File: src/rtl/jt51_acc_mix.sv
// Output accumulator for the jt51 operator pipeline: keeps carrier operators,
// sums them per channel, routes them by RL and emits a saturated stereo sample per frame.
module jt51_acc_mix (
   input  logic        clk,
   input  logic        rst,
   input  logic        cen,
   input  logic        zero,
   input  logic [13:0] op_result,
   input  logic [2:0]  con,
   input  logic [1:0]  rl,
   output logic [15:0] left,
   output logic [15:0] right,
   output logic        sample
);

   localparam logic [1:0] GRP_M1 = 2'd0;
   localparam logic [1:0] GRP_M2 = 2'd1;
   localparam logic [1:0] GRP_C1 = 2'd2;
   localparam logic [1:0] GRP_C2 = 2'd3;

   localparam logic signed [18:0] SAT_MAX = 19'sd32767;
   localparam logic signed [18:0] SAT_MIN = -19'sd32768;

   logic [4:0]         cnt;
   logic               synced;
   logic [4:0]         slot;
   logic [1:0]         grp;
   logic [2:0]         ch;
   logic               carrier;
   logic signed [15:0] v;
   logic signed [15:0] total;
   logic signed [15:0] chacc [8];
   logic signed [18:0] mixl;
   logic signed [18:0] mixr;
   logic signed [18:0] addl;
   logic signed [18:0] addr;
   logic signed [18:0] suml;
   logic signed [18:0] sumr;
   logic [15:0]        satl;
   logic [15:0]        satr;
   logic               frame_end;

   // zero overrides the counter so the current input is already treated as slot 0
   always_comb begin
      slot = zero ? 5'd0 : cnt;
      grp  = slot[4:3];
      ch   = slot[2:0];
   end

   always_comb begin
      carrier = 1'b0;
      case (grp)
         GRP_M1:  carrier = (con == 3'd7);
         GRP_M2:  carrier = (con >= 3'd5);
         GRP_C1:  carrier = (con >= 3'd4);
         GRP_C2:  carrier = 1'b1;
         default: carrier = 1'b0;
      endcase
   end

   always_comb begin
      v     = carrier ? {{2{op_result[13]}}, op_result} : 16'sd0;
      total = chacc[ch] + v;
      addl  = rl[0] ? {{3{total[15]}}, total} : 19'sd0;
      addr  = rl[1] ? {{3{total[15]}}, total} : 19'sd0;
      // slot 24 is the first C2 of the frame: restart the mix instead of adding
      suml  = (slot == 5'd24) ? addl : mixl + addl;
      sumr  = (slot == 5'd24) ? addr : mixr + addr;
   end

   always_comb begin
      if (suml > SAT_MAX)
         satl = 16'h7fff;
      else if (suml < SAT_MIN)
         satl = 16'h8000;
      else
         satl = suml[15:0];
      if (sumr > SAT_MAX)
         satr = 16'h7fff;
      else if (sumr < SAT_MIN)
         satr = 16'h8000;
      else
         satr = sumr[15:0];
   end

   assign frame_end = synced && (slot == 5'd31);

   // A resync simply restarts the count; the broken frame never reaches slot 31,
   // and the new frame always passes slot 24 before its own slot 31.
   always_ff @(posedge clk or negedge rst) begin
      if (!rst) begin
         cnt    <= '0;
         synced <= 1'b0;
      end else if (cen) begin
         cnt <= slot + 5'd1;
         if (zero)
            synced <= 1'b1;
      end
   end

   always_ff @(posedge clk or negedge rst) begin
      if (!rst) begin
         for (int unsigned i = 0; i < 8; i++)
            chacc[i] <= '0;
      end else if (cen) begin
         case (grp)
            GRP_M1:  chacc[ch] <= v;
            GRP_M2:  chacc[ch] <= total;
            GRP_C1:  chacc[ch] <= total;
            default: ;
         endcase
      end
   end

   always_ff @(posedge clk or negedge rst) begin
      if (!rst) begin
         mixl <= '0;
         mixr <= '0;
      end else if (cen && grp == GRP_C2) begin
         mixl <= suml;
         mixr <= sumr;
      end
   end

   always_ff @(posedge clk or negedge rst) begin
      if (!rst) begin
         left   <= '0;
         right  <= '0;
         sample <= 1'b0;
      end else if (cen) begin
         sample <= frame_end;
         if (frame_end) begin
            left  <= satl;
            right <= satr;
         end
      end
   end

endmodule

File: config.mk
export PLATFORM = sky130hd
export DESIGN_NAME = jt51_acc_mix
export DESIGN_NICKNAME = d
export VERILOG_FILES = /design/src/rtl/jt51_acc_mix.sv
export SDC_FILE = /design/constraint.sdc
export NUM_CORES = 1
export LEC_CHECK = 0
export ABC_CLOCK_PERIOD_IN_PS = 13310
export CORE_AREA = 3 3 149 151
export CTS_CLUSTER_DIAMETER = 100
export DETAILED_ROUTE_END_ITERATION = 7
export DIE_AREA = 0 0 152 154
export PLACE_DENSITY = 0.87
export SYNTH_ARGS = -nofsm -noshare
export SYNTH_HDL_FRONTEND = slang
export SYNTH_SLANG_ARGS = --single-unit
File: constraint.sdc
create_clock -name clk -period 13.31 [get_ports clk]
set_input_delay 1.9965 -clock clk [delete_from_list [all_inputs] [get_ports clk]]
set_output_delay 1.9965 -clock clk [all_outputs]
set_load 0.01 [all_outputs]
==> flow_summary.json, run 1 <==
{
  "cts.sink_count": 205,
  "grt_start_max_net_pins": 102,
  "post_synthesis_async_set_or_reset_flop_share_pct": 100.0,
  "fin_cells": 1758,
  "leakage_nw": 6.255,
  "timing.hold.ws_ns": 0.4774,
  "fin_crit_sh_pct": 68.72,
  "synth_enable_flop_cells": 0,
  "post_route_cells_drive_above_1_share_pct": 6.743,
  "routed_wl_mm": 33.37,
  "overall_fraction_of_global_route_tracks_in_use_pct": 28.08,
  "footprint_of_the_multi_input_gates_mm2": 0.006829,
  "post_drt_wl_per_cell_um": 18.98,
  "synth_fp_nets": 1532,
  "fp.dieArea_mm2": 0.02341,
  "postSynthRegisterBits": 205,
  "clock_path_buffers": 3,
  "final_max_slew_viol_count": 0,
  "core_area_mm2": 0.02096,
  "timing.max_slew.rel_slack_pct": 17.38,
  "holdBufCountCts": 0,
  "timing.critical_path.fanout_max": 15,
  "htreeDepth": 1,
  "drtIter0Drc": 1132,
  "hold_critical_path_depth": 1,
  "reg2reg_depth": 25,
  "postSynthCellCount": 1459,
  "start_util_pct": 59.55,
  "num_vias": 11130,
  "grt_first_pass_wirelength_mm": 54.72,
  "timing.critical_path.from_type": "input pin",
  "fp-row-count": 53,
  "grt_pass1_vias": 10770,
  "remaining_drc_errors": 0,
  "tritoncts": "done",
  "cts_repair_resize_count": 0,
  "clock-root-buffer": "clkbuf_16",
  "outcome": "finished, final reports clean",
  "place.port_buffers": 55,
  "clock-skew-final_ns": 0.01386,
  "slowest_stage": "clkdlybuf4s50_1",
  "synth_area_per_cell_um2": 8.553,
  "kind_of_capture_point_of_the_worst_setup_path": "register",
  "grt_util_met3_pct": 4.728,
  "clock_slew_seen_by_the_registers_of_the_worst_setup_and_hold_paths_ns": 0.06,
  "fin_setup_tns_ns": 0,
  "finalWeightedCongestion": 0.9696,
  "tightest_slew_ns": 1.239,
  "crit_type": "in -> reg",
  "syn-cell-area_mm2": 0.01248,
  "ioPinCount": 56,
  "antenna_violations_before_repair": 0,
  "seqCellArea_mm2": 0.005130,
  "place.detailed.hpwl_mm": 23.52,
  "most_common_cell_after_layout_fill_and_taps_aside": "nand2_1",
  "pre_antenna_drt_iters": 5,
  "final_cell_mix": "263 x nand2_1, 223 x o21ai_0, 205 x dfrtp_1",
  "grt.busiest_layer": "met2",
  "required_ns": 13.69,
  "antenna_cells_inserted": 0,
  "power_density_mw_per_mm2": 133.6,
  "setup_viol": 0,
  "worst_ep_arrival_time_ns": 9.53,
  "critPathMaxStageDelay_ns": 0.72,
  "die_h_um": 154,
  "rsz0062_at_grt": "no",
  "grt_overflow": 0,
  "placed_cells": 1718,
  "synthFlopType": "dfrtp_1",
  "fmaxAchievable_mhz": 109.3,
  "maxCapViolCount": 0,
  "synth_seq_area_share_pct": 41.11,
  "final_critical_path_time_including_i_o_delays_and_setup_ns": 9.147,
  "fillers": 1709,
  "routed_vias_inst": 6.330,
  "drt.antenna.violating_nets": 0,
  "yosysUniqueCellTypes": 94,
  "finalHoldViolations": 0,
  "die_width_um": 152,
  "cts_setup_buffers": 0,
  "power_after_layout_mw": 1.847,
  "vdd_ir_drop_max_uv": 138.7,
  "holdCritPathClass": "reg -> reg",
  "area_growth_pct": 10.81,
  "clock_insertion_delay_worst_skew_ns": 0.54,
  "design.final.nets": 1540,
  "global_route.usage.met1_pct": 36.57,
  "num_cts_buffers": 22,
  "groute.layer.met2.usage_pct": 46.80,
  "ys_warn_count": 0
}
## flip-flops by register name, summed over array words and instances (netlist names)
| name | flops |
|---|---|
| left | 16 |
| sample | 1 |
| chacc | 128 |
| synced | 1 |
| cnt | 5 |
| mixr | 19 |
| right | 16 |
| mixl | 19 |
## logic make-up (layout without fill, tap and decap cells)
family	after synthesis	count (layout)	synth area share (%)
and+or+nand+nor	526	526	18.98
AOI/OAI and AO/OA	475	475	23.88
DFF	205	205	41.11
buffers and inverters	117	141	4.251
adders and majority gates	56	56	5.685
xor gates and xnor gates	50	50	3.570
muxes	30	30	2.517
## path summary, 6_finish.rpt
| kind | slack [ns] | endpoint | from |
|---|---|---|---|
| max in group asynchronous | 10.54 | chacc[27] | rst |
| min | 0.48 | right[15] | right[15] |
| min in group asynchronous | 1.54 | mixl[7] | rst |
| max reg2reg | 5.33 | right[10] | cnt[2] |
| max | 4.16 | right[10] | zero |
| min reg2reg | 0.48 | right[15] | right[15] |
## through the flow
| stage | utilization, % | cell area, um2 | worst slack, ns |
|---|---|---|---|
| floorplan | - | 12480 | 5.667 |
| global placement | 62.40 | 13080 | 3.990 |
| detailed placement | 62.40 | 13080 | 3.876 |
| CTS | 65.98 | 13830 | 4.386 |
| global route | 65.98 | 13830 | 3.565 |
| finish | 65.98 | 13830 | 4.163 |
## synth_stat cells, types with 5 or more instances
cell / instances / area [um2]
nand4_1: 5 / 31.28
mux2i_1: 22 / 220.2
maj3_1: 5 / 50.05
dfrtp_1: 205 / 5130
a21o_1: 21 / 157.7
nor3_1: 25 / 125.1
o22ai_1: 46 / 287.8
o221a_2: 9 / 101.4
o311ai_0: 6 / 52.55
ha_1: 47 / 588.1
and2_1: 28 / 175.2
nand2b_1: 23 / 143.9
o21a_1: 6 / 45.04
and3_1: 8 / 50.05
o21ai_0: 224 / 1121
a2111oi_0: 5 / 43.79
mux2_2: 7 / 78.83
nand3_1: 26 / 130.1
xnor2_1: 37 / 324.1
a211oi_1: 9 / 67.56
o31ai_1: 6 / 45.04
inv_1: 34 / 127.6
clkbuf_1: 65 / 244.0
clkbuf_8: 6 / 82.58
nand2_1: 264 / 991.0
or3_1: 6 / 37.54
nor2b_1: 9 / 56.30
nor4_1: 5 / 31.28
xor2_1: 12 / 105.1
nor2_1: 100 / 375.4
o211ai_1: 9 / 67.56
a21oi_1: 64 / 320.3
a21boi_0: 5 / 37.54
a31oi_1: 9 / 56.30
## worst max-delay path, delay by kind of cell
family          cells  cell delay, ns
compound gates     13            3.90
simple gates        5            1.21
fa+ha+maj           3            0.93
buf+inv             3            0.86
xor+xnor            1            0.45
mux                 1            0.20
## where the power goes
| group | switching, mW | leakage, nW | internal [mW] | total, mW |
|---|---|---|---|---|
| combinational | 0.312 | 3.06 | 0.169 | 0.481 |
| sequential | 0.0468 | 2.82 | 0.684 | 0.731 |
| clock | 0.270 | 0.368 | 0.365 | 0.635 |
## area by class of cell
type	instances	share of cell area, %
Multi-Input combinational cell	1137	49.39
Sequential cell	205	37.10
Timing Repair Buffer	67	4.660
Clock buffer	28	4.362
Tap cell	275	2.488
Clock inverter	12	1.077
Inverter	34	0.9230
## routing by layer
metal  vias to the layer above  wire (um)
met5                         -          0
met4                         0       1419
met3                       107       2574
met2                       495      15850
met1                      5347      13530
li1                       5180          -
Power figures use the tool's default switching activity.
==> run 2: changes to the inputs <==
ABC_CLOCK_PERIOD_IN_PS = 9470   (was 13310)
clock period = 9.47 ns   (was 13.31 ns; I/O delays follow)
==> flow_summary.json, run 2 (synthesis results as in run 1) <==
{
  "outcome": "finished, final reports clean",
  "drt.antenna.violating_nets": 0,
  "grt_pass1_vias": 10580,
  "pre_antenna_drt_iters": 6,
  "final_critical_path_time_including_i_o_delays_and_setup_ns": 8.441,
  "cts.sink_count": 205,
  "grt_overflow": 0,
  "placement.setup.worst_slack_ns": 0.7127,
  "cts_repair_resize_count": 0,
  "start_util_pct": 59.55,
  "overall_fraction_of_global_route_tracks_in_use_pct": 27.88,
  "internal_power_mw": 1.769,
  "num_vias": 11000,
  "power_after_layout_mw": 2.637,
  "worst_ep_arrival_time_ns": 8.82,
  "place.detailed.hpwl_mm": 23.14,
  "routed_wl_mm": 33.24,
  "die_width_um": 152,
  "clock_path_buffers": 3,
  "ioPinCount": 56,
  "finalWeightedCongestion": 0.9482,
  "final_cell_mix": "263 x nand2_1, 223 x o21ai_0, 205 x dfrtp_1",
  "fin_cells": 1763,
  "setup_viol": 0,
  "net-switching-power_mw": 0.8684,
  "leakage_nw": 6.295,
  "drtIter0Drc": 1125,
  "num_cts_buffers": 22,
  "area_growth_pct": 11.44,
  "antenna_violations_before_repair": 0,
  "final_max_slew_viol_count": 0,
  "registers.top_by_ff_count": "chacc",
  "timing.max_slew.rel_slack_pct": 13.17,
  "finalHoldViolations": 0,
  "power_switching_share_pct": 32.93,
  "fin_setup_tns_ns": 0,
  "maxCapViolCount": 0,
  "design.final.nets": 1545,
  "holdCritPathClass": "reg -> reg",
  "crit_type": "in -> reg",
  "seqPwrFrac_pct": 38.8,
  "routed_vias_inst": 6.240,
  "fp-row-count": 53,
  "fin_crit_sh_pct": 89.13,
  "power_density_mw_per_mm2": 189.6,
  "timing.critical_path.from_type": "input pin",
  "fp.dieArea_mm2": 0.02341,
  "placed_cells": 1723,
  "largest_reg_flops": 128,
  "place.port_buffers": 55,
  "clock-root-buffer": "clkbuf_16",
  "tightest_slew_ns": 1.289,
  "htreeDepth": 1,
  "timing.critical_path.fanout_max": 15,
  "most_common_cell_after_layout_fill_and_taps_aside": "nand2_1",
  "core_area_mm2": 0.02096,
  "comb_power_share_pct": 25.8,
  "post_drt_wl_per_cell_um": 18.85,
  "post_route_cells_drive_above_1_share_pct": 6.989,
  "holdBufCountCts": 0,
  "clock_insertion_delay_worst_skew_ns": 0.53,
  "tritoncts": "done",
  "clock_slew_seen_by_the_registers_of_the_worst_setup_and_hold_paths_ns": 0.07,
  "antenna_cells_inserted": 0,
  "layout_top_registers": "chacc x128, mixl x19, mixr x19",
  "die_h_um": 154,
  "grt_first_pass_wirelength_mm": 54.25,
  "kind_of_capture_point_of_the_worst_setup_path": "register",
  "remaining_drc_errors": 0,
  "worst_slack_ns": 1.029,
  "cts_setup_buffers": 0,
  "fillers": 1678,
  "rsz0062_at_grt": "no",
  "fmaxAchievable_mhz": 118.5,
  "vdd_ir_drop_max_uv": 220.1,
  "required_ns": 9.85,
  "clock_power_share_pct": 35.3,
  "clock-skew-final_ns": 0.01109,
  "grt_start_max_net_pins": 125
}
run 2: metal layers:
layer	vias to the layer above	wire [um]	GRT usage, %
met1	5264	13840	37.24
met3	94	2278	4.137
met2	435	15870	46.80
met5	-	0	0
met4	0	1251	9.717
li1	5208	-	-
run 2: final timing paths:
check                                 from    endpoint  slack (ns)  cells past startpoint
worst max-delay path                  zero   right[12]        1.03                     26
worst min-delay path            chacc[125]  chacc[125]        0.48                      2
worst max register to register      cnt[2]   right[12]        1.53                     25
worst min register to register  chacc[125]  chacc[125]        0.48                      2
max in group asynchronous              rst   chacc[30]        6.78                      2
min in group asynchronous              rst     left[8]        1.05                      1
run 2: cell type report:
type | instances | area, um2 | share of cell area [%]
Clock buffer | 29 | 606.8 | 4.364
Multi-Input combinational cell | 1137 | 6829 | 49.11
Timing Repair Buffer | 72 | 681.9 | 4.904
Tap cell | 275 | 344.1 | 2.474
Inverter | 34 | 127.6 | 0.9178
Clock inverter | 11 | 186.4 | 1.341
Sequential cell | 205 | 5130 | 36.89
run 2: power by group through the flow:
stage	logic (mW)	clock network, mW	registers (mW)
floorplan	0.490	0	1.01
global placement	0.645	0	1.03
detailed placement	0.660	0	1.04
CTS	0.669	0.944	1.02
global route	0.751	0.978	1.03
finish	0.680	0.932	1.02
run 2: critical path, stage by stage:
cell and delay [ns]:
clkdlybuf4s50_1 0.51, nor2b_1 0.76, inv_1 0.21, or3_1 0.62, o22ai_1 0.21, nor2_1 0.05
o21ai_0 0.08, nor3_1 0.07, ha_1 0.37, nand3_1 0.21, a21oi_1 0.29, nor2_1 0.10
xnor2_1 0.33, and2_1 0.21, ha_1 0.28, o21a_1 0.23, a2111oi_0 0.51, o21ai_0 0.15
a21boi_1 0.15, o221a_2 0.30, a2111oi_2 0.38, o31a_1 0.20, mux2i_1 0.19, a32oi_1 0.19
a21oi_2 0.56, o21ai_0 0.22
run 2: metrics by stage:
stage	util (%)	instance area (um2)	hold WS, ns
detailed placement	62.57	13110	0.4657
global route	66.36	13910	0.4943
floorplan	-	12480	0.4413
CTS	66.36	13910	0.4795
finish	66.36	13910	0.4793
global placement	62.57	13110	0.4529
==> run 3: changes to the inputs <==
ABC_AREA = 1   (was not set)
CORE_AREA = 3 3 150 152   (was 3 3 149 151)
DIE_AREA = 0 0 153 155   (was 0 0 152 154)
SETUP_SLACK_MARGIN = 0.05   (was not set)
==> flow_summary.json, run 3 <==
{
  "internal_power_mw": 1.798,
  "die_h_um": 155,
  "core_area_mm2": 0.02115,
  "layout_top_registers": "chacc x128, mixl x19, mixr x19",
  "holdCritPathClass": "reg -> reg",
  "ioPinCount": 56,
  "clock_power_share_pct": 37.9,
  "synth_enable_flop_cells": 0,
  "vdd_ir_drop_max_uv": 169.8,
  "grt_start_max_net_pins": 82,
  "final_max_slew_viol_count": 0,
  "reg2reg_depth": 38,
  "power_density_mw_per_mm2": 191.2,
  "crit_type": "in -> reg",
  "cts.sink_count": 205,
  "fin_setup_tns_ns": 0,
  "place.port_buffers": 55,
  "path_delay_family": "simple AND/OR/NAND/NOR gates",
  "num_cts_buffers": 24,
  "critPathMaxStageDelay_ns": 0.52,
  "grt_pass1_vias": 12230,
  "required_ns": 9.89,
  "area_growth_pct": 12.46,
  "place.detailed.hpwl_mm": 26.10,
  "drt.antenna.violating_nets": 0,
  "num_vias": 12670,
  "timing.critical_path.from_type": "input pin",
  "htreeDepth": 1,
  "setup_viol": 0,
  "yosysTopAreaCellShare_pct": 40.45,
  "power_switching_share_pct": 34.06,
  "start_util_pct": 59.95,
  "fillers": 1718,
  "grt_first_pass_wirelength_mm": 61.48,
  "synth_seq_area_share_pct": 40.45,
  "leakage_nw": 7.693,
  "pre_antenna_drt_iters": 7,
  "routed_wl_mm": 37.88,
  "yosys-top-cells-area": "dfrtp_1 40%, nand2_1 19%, o21ai_0 6.4%",
  "most_common_cell_after_layout_fill_and_taps_aside": "nand2_1",
  "antenna_violations_before_repair": 0,
  "final_core_util_pct": 67.42,
  "post_synthesis_async_set_or_reset_flop_share_pct": 100.0,
  "cp.depth": 38,
  "syn-cell-area_mm2": 0.01268,
  "fmaxAchievable_mhz": 135.4,
  "worst_ep_arrival_time_ns": 7.80,
  "grt_overflow": 0,
  "wl_met2_mm": 17.48,
  "fp-row-count": 53,
  "drtIter0Drc": 1507,
  "top_cell_type_by_total_area_after_synthesis": "dfrtp_1",
  "worst-path-buf-inv": 5,
  "timing.max_slew.rel_slack_pct": 31.80,
  "synthFlopType": "dfrtp_1",
  "clock_path_buffers": 3,
  "synth_fp_nets": 1864,
  "routed_vias_inst": 5.995,
  "holdBufCountCts": 0,
  "ys_warn_count": 0,
  "fin_crit_sh_pct": 77.97,
  "ys_top_cells_by_count": "657 x nand2_1, 205 x dfrtp_1, 186 x inv_1, 162 x o21ai_0, 106 x nor2_1",
  "topRoutingLayerUsed": "met4",
  "tightest_slew_ns": 1.023,
  "slowest_stage": "xnor2_1",
  "r2r_slack_ns": 3.11,
  "synth_area_per_cell_um2": 7.080,
  "design.final.nets": 1894,
  "rsz0062_at_grt": "no",
  "yosysUniqueCellTypes": 49,
  "timing.hold.ws_ns": 0.4789,
  "remaining_drc_errors": 0,
  "clock_insertion_delay_worst_skew_ns": 0.54,
  "cts_setup_buffers": 0,
  "final_critical_path_time_including_i_o_delays_and_setup_ns": 7.384,
  "kind_of_capture_point_of_the_worst_setup_path": "register",
  "outcome": "finished, final reports clean",
  "worst_setup_sp": "zero",
  "detail_route_met3_wl_mm": 3.148,
  "antenna_cells_inserted": 0,
  "critical_path.most_common_cell": "nand2_1",
  "clock_slew_seen_by_the_registers_of_the_worst_setup_and_hold_paths_ns": 0.06,
  "maxCapViolCount": 0,
  "finalHoldViolations": 0,
  "net-switching-power_mw": 0.9286,
  "reg2reg_from": "cnt[3]",
  "post_drt_wl_per_cell_um": 17.93,
  "worstSetupEndpoint": "left[1]",
  "clock-root-buffer": "clkbuf_16",
  "fp.dieArea_mm2": 0.02372,
  "overall_fraction_of_global_route_tracks_in_use_pct": 31.39,
  "seqPwrFrac_pct": 36.4,
  "met1_length_mm": 15.20,
  "final_cell_mix": "657 x nand2_1, 205 x dfrtp_1, 186 x inv_1",
  "finalWeightedCongestion": 0.9849,
  "comb_power_share_pct": 25.7,
  "post_route_cells_drive_above_1_share_pct": 5.658,
  "yosys.cell_count.top_type": "nand2_1",
  "postSynthCellCount": 1791,
  "rr_endpoint": "left[1]",
  "tritoncts": "done",
  "cts_repair_resize_count": 0,
  "clock-skew-final_ns": 0.01502,
  "timing.critical_path.fanout_max": 13,
  "postSynthRegisterBits": 205,
  "registers.top_by_ff_count": "chacc",
  "die_width_um": 153,
  "largest_reg_flops": 128
}
run 3: cell count changes after synthesis, sizes merged, moves of 19 or more:
| cell | delta |
|---|---|
| o21ai | -66 |
| inv | +159 |
| nand2b | -23 |
| nor2 | +19 |
| clkbuf | -35 |
| a21o | -20 |
| nand2 | +413 |
| nor3 | -20 |
| and2 | -27 |
| xnor2 | -29 |
| nand3 | +82 |
| mux2i | -20 |
run 3: cells by family after synthesis:
family | count (synthesis) | share of synthesized area (%)
simple gates | 951 | 31.32
mux | 2 | 0.1579
flops | 205 | 40.45
compound gates | 308 | 13.62
fa+ha+maj | 50 | 5.111
xor+xnor | 23 | 1.589
buf+inv | 252 | 7.755
run 3: worst min-delay path: stages, from the launching register on:
cell     delay [ns]
dfrtp_1        0.35
inv_1          0.04
nand2_1        0.05
run 3: worst min-delay path by stage:
stage / from / to / slack (ns) / cells after the start
floorplan: synced / synced / 0.43 / 2
detailed placement: synced / synced / 0.46 / 2
CTS: synced / synced / 0.48 / 2
finish: synced / synced / 0.48 / 2
global placement: synced / synced / 0.45 / 2
global route: chacc[91] / chacc[91] / 0.50 / 2
run 3: per-layer routing:
metal | GRT usage, % | vias to the layer above
met3 | 5.341 | 163
met4 | 15.91 | 0
li1 | - | 5889
met1 | 41.05 | 5929
met2 | 50.83 | 687
met5 | 0 | -
run 3: power by group through the flow:
| stage | clock network, mW | logic (mW) | registers, mW |
|---|---|---|---|
| CTS | 1.03 | 0.684 | 0.991 |
| detailed placement | 0 | 0.675 | 1.00 |
| finish | 1.03 | 0.700 | 0.993 |
| floorplan | 0 | 0.492 | 0.989 |
| global route | 1.07 | 0.775 | 0.999 |
| global placement | 0 | 0.658 | 1.00 |
run 3: through the flow:
stage,power (mW),setup WS [ns],instance area (um2),std cells
4_1_cts,2.709,2.298,14260,2113
3_5_place_dp,1.680,1.880,13370,2070
2_1_floorplan,1.481,3.506,12680,1791
6_report,2.726,2.086,14260,2113
5_1_grt,2.846,1.685,14260,2113
3_3_place_gp,1.662,1.999,13370,2070
run 3: final cells by class:
class	count	area, um2	share of cell area [%]
clock inverter	14	229.0	1.606
timing repair buffer	61	599.3	4.202
sequential	205	5130	35.97
multi-input combinational	1334	6568	46.05
tap	275	344.1	2.413
clock buffer	29	659.4	4.624
inverter	195	732.0	5.132
